==> src/rtl/core_scheduler_if.sv <==
// Host/core handshake bundle for the batch core scheduler.
// The scheduler takes the slave side; the host and core array drive the master side.
interface core_scheduler_if #(
   parameter int NUM_CORES = 5,
   parameter int ROW_W     = 5
);
   logic                 start;
   logic [ROW_W-1:0]     num_rows;
   logic [NUM_CORES-1:0] core_ready;
   logic [NUM_CORES-1:0] core_finish;
   logic [NUM_CORES-1:0] core_start;
   logic [NUM_CORES-1:0] core_reset;
   logic [ROW_W-1:0]     row_base;
   logic [ROW_W-1:0]     batch_cnt;
   logic                 busy;
   logic                 done;

   modport master (
      output start, num_rows, core_ready, core_finish,
      input  core_start, core_reset, row_base, batch_cnt, busy, done
   );

   modport slave (
      input  start, num_rows, core_ready, core_finish,
      output core_start, core_reset, row_base, batch_cnt, busy, done
   );
endinterface

==> src/rtl/core_scheduler.sv <==
// Splits num_rows into batches of up to NUM_CORES rows, launches cores (staggered on core_ready or all at once),
// waits for every active core_finish, then pulses core_reset; 2 cycles start-to-first-core_start, all outputs registered.
module core_scheduler #(
   parameter int NUM_CORES  = 5,
   parameter int ROW_W      = 5,
   parameter int STAGGER    = 1,
   parameter int RST_CYCLES = 2
) (
   input  logic            clk,
   input  logic            reset,
   core_scheduler_if.slave bus
);
   localparam int CNT_W = $clog2(NUM_CORES + 1);
   localparam int RC_W  = $clog2(RST_CYCLES + 1);

   typedef enum logic [2:0] {IDLE, LOAD, LAUNCH, RUN, RST, DONE} state_t;

   state_t               state;
   logic [ROW_W-1:0]     remaining;
   logic [CNT_W-1:0]     active;
   logic [NUM_CORES-1:0] active_mask;
   logic                 first_batch;
   logic [RC_W-1:0]      rst_cnt;

   logic [CNT_W-1:0]     load_active;
   logic [NUM_CORES-1:0] load_mask;
   logic                 launch_last;
   logic                 all_finished;

   // In LAUNCH, core_start itself is the one-hot launch pointer.
   always_comb begin
      load_active  = (32'(remaining) >= NUM_CORES) ? CNT_W'(NUM_CORES) : CNT_W'(remaining);
      load_mask    = '0;
      for (int k = 0; k < NUM_CORES; k++)
         load_mask[k] = (k < int'(load_active));
      launch_last  = ((bus.core_start << 1) & active_mask) == '0;
      all_finished = (bus.core_finish & active_mask) == active_mask;
   end

   always_ff @(posedge clk) begin
      if (reset) begin
         state          <= IDLE;
         bus.core_start <= '0;
         bus.core_reset <= '0;
         bus.row_base   <= '0;
         bus.batch_cnt  <= '0;
         bus.busy       <= 1'b0;
         bus.done       <= 1'b0;
         remaining      <= '0;
         active         <= '0;
         active_mask    <= '0;
         first_batch    <= 1'b0;
         rst_cnt        <= '0;
      end else begin
         case (state)
            IDLE, DONE: begin
               if (bus.start) begin
                  bus.row_base  <= '0;
                  bus.batch_cnt <= '0;
                  if (bus.num_rows != '0) begin
                     remaining   <= bus.num_rows;
                     first_batch <= 1'b1;
                     bus.done    <= 1'b0;
                     bus.busy    <= 1'b1;
                     state       <= LOAD;
                  end else begin
                     bus.done <= 1'b1;
                     state    <= DONE;
                  end
               end
            end
            LOAD: begin
               active        <= load_active;
               active_mask   <= load_mask;
               remaining     <= remaining - ROW_W'(load_active);
               bus.batch_cnt <= bus.batch_cnt + 1'b1;
               if (!first_batch)
                  bus.row_base <= bus.row_base + ROW_W'(active);
               first_batch <= 1'b0;
               if (STAGGER != 0) begin
                  bus.core_start <= NUM_CORES'(1);
                  state          <= LAUNCH;
               end else begin
                  bus.core_start <= load_mask;
                  state          <= RUN;
               end
            end
            LAUNCH: begin
               if (|(bus.core_ready & bus.core_start)) begin
                  if (launch_last) begin
                     bus.core_start <= active_mask;
                     state          <= RUN;
                  end else begin
                     bus.core_start <= bus.core_start << 1;
                  end
               end
            end
            RUN: begin
               if (all_finished) begin
                  bus.core_start <= '0;
                  if (remaining != '0) begin
                     bus.core_reset <= active_mask;
                     rst_cnt        <= '0;
                     state          <= RST;
                  end else begin
                     bus.busy <= 1'b0;
                     bus.done <= 1'b1;
                     state    <= DONE;
                  end
               end
            end
            RST: begin
               if (rst_cnt == RC_W'(RST_CYCLES - 1)) begin
                  bus.core_reset <= '0;
                  state          <= LOAD;
               end else begin
                  rst_cnt <= rst_cnt + 1'b1;
               end
            end
            default: state <= IDLE;
         endcase
      end
   end
endmodule

==> src/flat_wrapper.sv <==
// flat-port wrapper written by rule: the top's interface ports become plain ports
module core_scheduler_flat 
#(
   parameter int NUM_CORES  = 5,
   parameter int ROW_W      = 5,
   parameter int STAGGER    = 1,
   parameter int RST_CYCLES = 2
)
  (clk, reset, bus_start, bus_num_rows, bus_core_ready, bus_core_finish, bus_core_start, bus_core_reset, bus_row_base, bus_batch_cnt, bus_busy, bus_done);
  core_scheduler_if #(.NUM_CORES(NUM_CORES), .ROW_W(ROW_W)) bus_i ();
  input  logic clk;
  input  logic reset;
  input wire logic [$bits(bus_i.start)-1:0] bus_start;
  input wire logic [$bits(bus_i.num_rows)-1:0] bus_num_rows;
  input wire logic [$bits(bus_i.core_ready)-1:0] bus_core_ready;
  input wire logic [$bits(bus_i.core_finish)-1:0] bus_core_finish;
  output wire logic [$bits(bus_i.core_start)-1:0] bus_core_start;
  output wire logic [$bits(bus_i.core_reset)-1:0] bus_core_reset;
  output wire logic [$bits(bus_i.row_base)-1:0] bus_row_base;
  output wire logic [$bits(bus_i.batch_cnt)-1:0] bus_batch_cnt;
  output wire logic [$bits(bus_i.busy)-1:0] bus_busy;
  output wire logic [$bits(bus_i.done)-1:0] bus_done;
  assign bus_i.start = bus_start;
  assign bus_i.num_rows = bus_num_rows;
  assign bus_i.core_ready = bus_core_ready;
  assign bus_i.core_finish = bus_core_finish;
  assign bus_core_start = bus_i.core_start;
  assign bus_core_reset = bus_i.core_reset;
  assign bus_row_base = bus_i.row_base;
  assign bus_batch_cnt = bus_i.batch_cnt;
  assign bus_busy = bus_i.busy;
  assign bus_done = bus_i.done;
  core_scheduler #(.NUM_CORES(NUM_CORES), .ROW_W(ROW_W), .STAGGER(STAGGER), .RST_CYCLES(RST_CYCLES)) u_core (.clk(clk), .reset(reset), .bus(bus_i));
endmodule
==> config.mk <==
export PLATFORM = sky130hd
export DESIGN_NAME = core_scheduler_flat
export DESIGN_NICKNAME = d
export VERILOG_FILES = /design/src/rtl/core_scheduler_if.sv /design/src/rtl/core_scheduler.sv /design/src/flat_wrapper.sv
export SDC_FILE = /design/constraint.sdc
export NUM_CORES = 1
export LEC_CHECK = 0
export CAP_MARGIN = 20
export CELL_PAD_IN_SITES_DETAIL_PLACEMENT = 0
export CELL_PAD_IN_SITES_GLOBAL_PLACEMENT = 1
export CORE_ASPECT_RATIO = 0.8
export CORE_MARGIN = 4
export CORE_UTILIZATION = 43
export CTS_BUF_LIST = sky130_fd_sc_hd__clkbuf_4 sky130_fd_sc_hd__clkbuf_8
export DETAILED_ROUTE_END_ITERATION = 7
export PLACE_DENSITY_LB_ADDON = 0.1
export SYNTH_ARGS = -nofsm -noshare
export SYNTH_HDL_FRONTEND = slang
export SYNTH_SLANG_ARGS = --single-unit
export TNS_END_PERCENT = 20
==> constraint.sdc <==
create_clock -name clk -period 4.4 [get_ports clk]
set_input_delay 0.44 -clock clk [delete_from_list [all_inputs] [get_ports clk]]
set_output_delay 0.44 -clock clk [all_outputs]
set_load 0.1 [all_outputs]
==> flow_summary.ini <==
[clocking]
cts_setup_buffers = 0
cts_hold_buffers = 0
path_clk_slew_ns = 0.08
cts_tree = built
cts_inserted_buffers = 5
cts_resized = 0
htree_levels = 2
clock_sinks = 40
clk_latency_ns = 0.29
cts_buffer_depth = 2
root_buffer = clkbuf_8

[synth]
syn-cell-area_sq_mm = 0.00219
synth_cells = 275
yosys.area.top_type = dfxtp_1
synth_area_per_cell_sq_um = 7.97
ys_top_cells_by_count = 40 x dfxtp_1, 38 x nand2_1, 27 x a21oi_1, 21 x nor2_1, 20 x nand3_1
yosys_warnings = 0
ys.flop_type = dfxtp_1
synth-seq-cells = 40
synth_edf_count = 0
synth_most_common_cell = dfxtp_1
syn_nets = 300
ys_async_sr_fraction_pct = 0
synth_cell_type_count = 47
ys_seq_area_share_pct = 36.5
synth_top_cell_area_share_pct = 36.5
synth.top_cells.by_area = dfxtp_1 37%, nand2_1 6.5%, a21oi_1 6.2%

[timing]
max_freq_mhz = 422
whs_ns = 0.476
drv_slew = 0
relSlewSlack_pct = 34.1
rsz0062_at_grt = no
setup_viol = 0
final-hold-violation-count = 0
finalCritPeriodShare_pct = 53.9
skew_ns = 0.00487
setup_tns_ns = 0
finalCriticalPeriod_ns = 2.37
worst_slew_pin_slew_ns = 0.985

[pwr]
p_leak_nw = 0.987
powerDensity_mw_per_mm2 = 642
ir_worst_vdd_uv = 357

[global_route]
grt_start_max_net_pins = 21
grt_first_pass_wirelength_um = 9580
antenna_found_initial = 0
grt_overflow = 0
grt_pass1_vias = 1893
grt_use_total_pct = 18.9

[setup_path]
path_cells = clkdlybuf4s50_1
cp.arrival_ns = 1.93
r2r_setup_slack_ns = 2.23
worstReg2RegEnd = u_core.bus.row_base[4]$_SDFFE_PP0P_
rr_startpoint = u_core.state[0]$_SDFFE_PP0P_
cp.buffers_inverters = 1
end_kind = primary output
critPathLaunchType = register
r2r_cells = 4
cp.required_ns = 3.96
crit_path_max_fanout = 5
critPathTopFamily = buffers and inverters
slowest_delay_ns = 1.19
path_class = register to primary output
slowest_stage = clkdlybuf4s50_1

[layout]
fin_area_sq_mm = 0.00271
final_net_count = 336
fin_util_pct = 57.0
diodes = 0
drive_gt1_share_pct = 8.01
final_cells = 372
area_growth_pct = 23.7

[route]
drt_drc_violations_left = 0
wl_um = 5740
vias_per_cell = 5.59
ant_nets = 0
drt-wirelength-per-cell_um = 15.4
dr.pass1.iters = 4
num_vias = 2078
drt_iter0_markers = 127

[placed_design]
dp_hpwl_um = 4240
io_buffer_count = 39
place_area_sq_mm = 0.00262
gp_congestion = 0.804
place_inst = 363

[floorplan]
die_w_um = 87.8
ios = 40
coreArea_sq_mm = 0.00476
rows = 22
start_util_pct = 46.0
die_y_um = 71.9
dieArea_sq_mm = 0.00631

[worst_hold_path]
hold_depth = 2
hold_class = register to register
hold_path_end = u_core.bus.row_base[4]$_SDFFE_PP0P_
hold_start = u_core.bus.row_base[4]$_SDFFE_PP0P_

[job]
maxCapViolCount = 0

[status]
status = completed
how the worst max path moves through the flow:
stage	slack (ns)	startpoint	to	cells past startpoint
finish	2.03	u_core.bus.core_start[0]$_SDFFE_PP0P_	bus_core_start[0]	1
global route	2.00	u_core.bus.core_start[0]$_SDFFE_PP0P_	bus_core_start[0]	1
CTS	2.04	u_core.bus.core_start[0]$_SDFFE_PP0P_	bus_core_start[0]	1
detailed placement	2.19	bus_core_finish[1]	u_core.bus.core_start[3]$_SDFFE_PP0P_	6
global placement	2.16	bus_core_finish[1]	u_core.bus.core_start[3]$_SDFFE_PP0P_	6
floorplan	2.27	u_core.bus.row_base[0]$_SDFFE_PP0P_	u_core.bus.row_base[4]$_SDFFE_PP0P_	5
cells by family after synthesis:
| family | share of synthesized area, % |
|---|---|
| compound gates | 21.6 |
| xor+xnor | 0.799 |
| fa+ha+maj | 4.34 |
| buf+inv | 3.82 |
| flops | 36.5 |
| mux | 4.85 |
| simple gates | 28.1 |
registers in the layout (all words and copies together) (netlist names), 2 cells and up:
name                   count
u_core.active_mask         5
u_core.bus.batch_cnt       5
u_core.bus.core_reset      5
u_core.bus.core_start      5
u_core.bus.row_base        5
u_core.remaining           5
u_core.state               3
u_core.active              2
u_core.rst_cnt             2
per-layer routing:
layer	track usage, %	share of wire (%)	vias to the layer above
met3	4.14	7.4	2
met1	31.1	53	947
met2	24.9	39	61
li1	-	-	1068
met4	3.07	0.23	0
met5	0	0	-
metrics by stage:
step	power, W	worst slack, ns
5_1_grt	0.00188	2.00
2_1_floorplan	0.00127	2.27
4_1_cts	0.00175	2.04
3_5_place_dp	0.00149	2.19
3_3_place_gp	0.00149	2.16
6_report	0.00174	2.03
cells in the final DEF, fill, tap and decap left out, types with 7 or more instances in the layout:
cell             instances
nand2b_1                 7
nor2b_1                 10
clkdlybuf4s50_1         39
nor2_1                  21
o21ai_0                 14
inv_1                    7
nand3_1                 20
nand2_1                 38
dfxtp_1                 40
a21oi_1                 27
area by class of cell:
type                            count  area [sq um]
Clock buffer                        6          82.6
Clock inverter                      2          10.0
Fill cell                         461          2050
Inverter                            7          26.3
Multi-Input combinational cell    215          1310
Sequential cell                    40           801
Tap cell                           60          75.1
Timing Repair Buffer               42           410
power breakdown:
| group | switching, W | internal, W | leakage [nW] |
|---|---|---|---|
| combinational | 0.000575 | 0.000311 | 0.610 |
| clock | 0.000131 | 0.000125 | 0.0510 |
| sequential | 0.000151 | 0.000449 | 0.326 |
(Power assumes the default switching activity.)
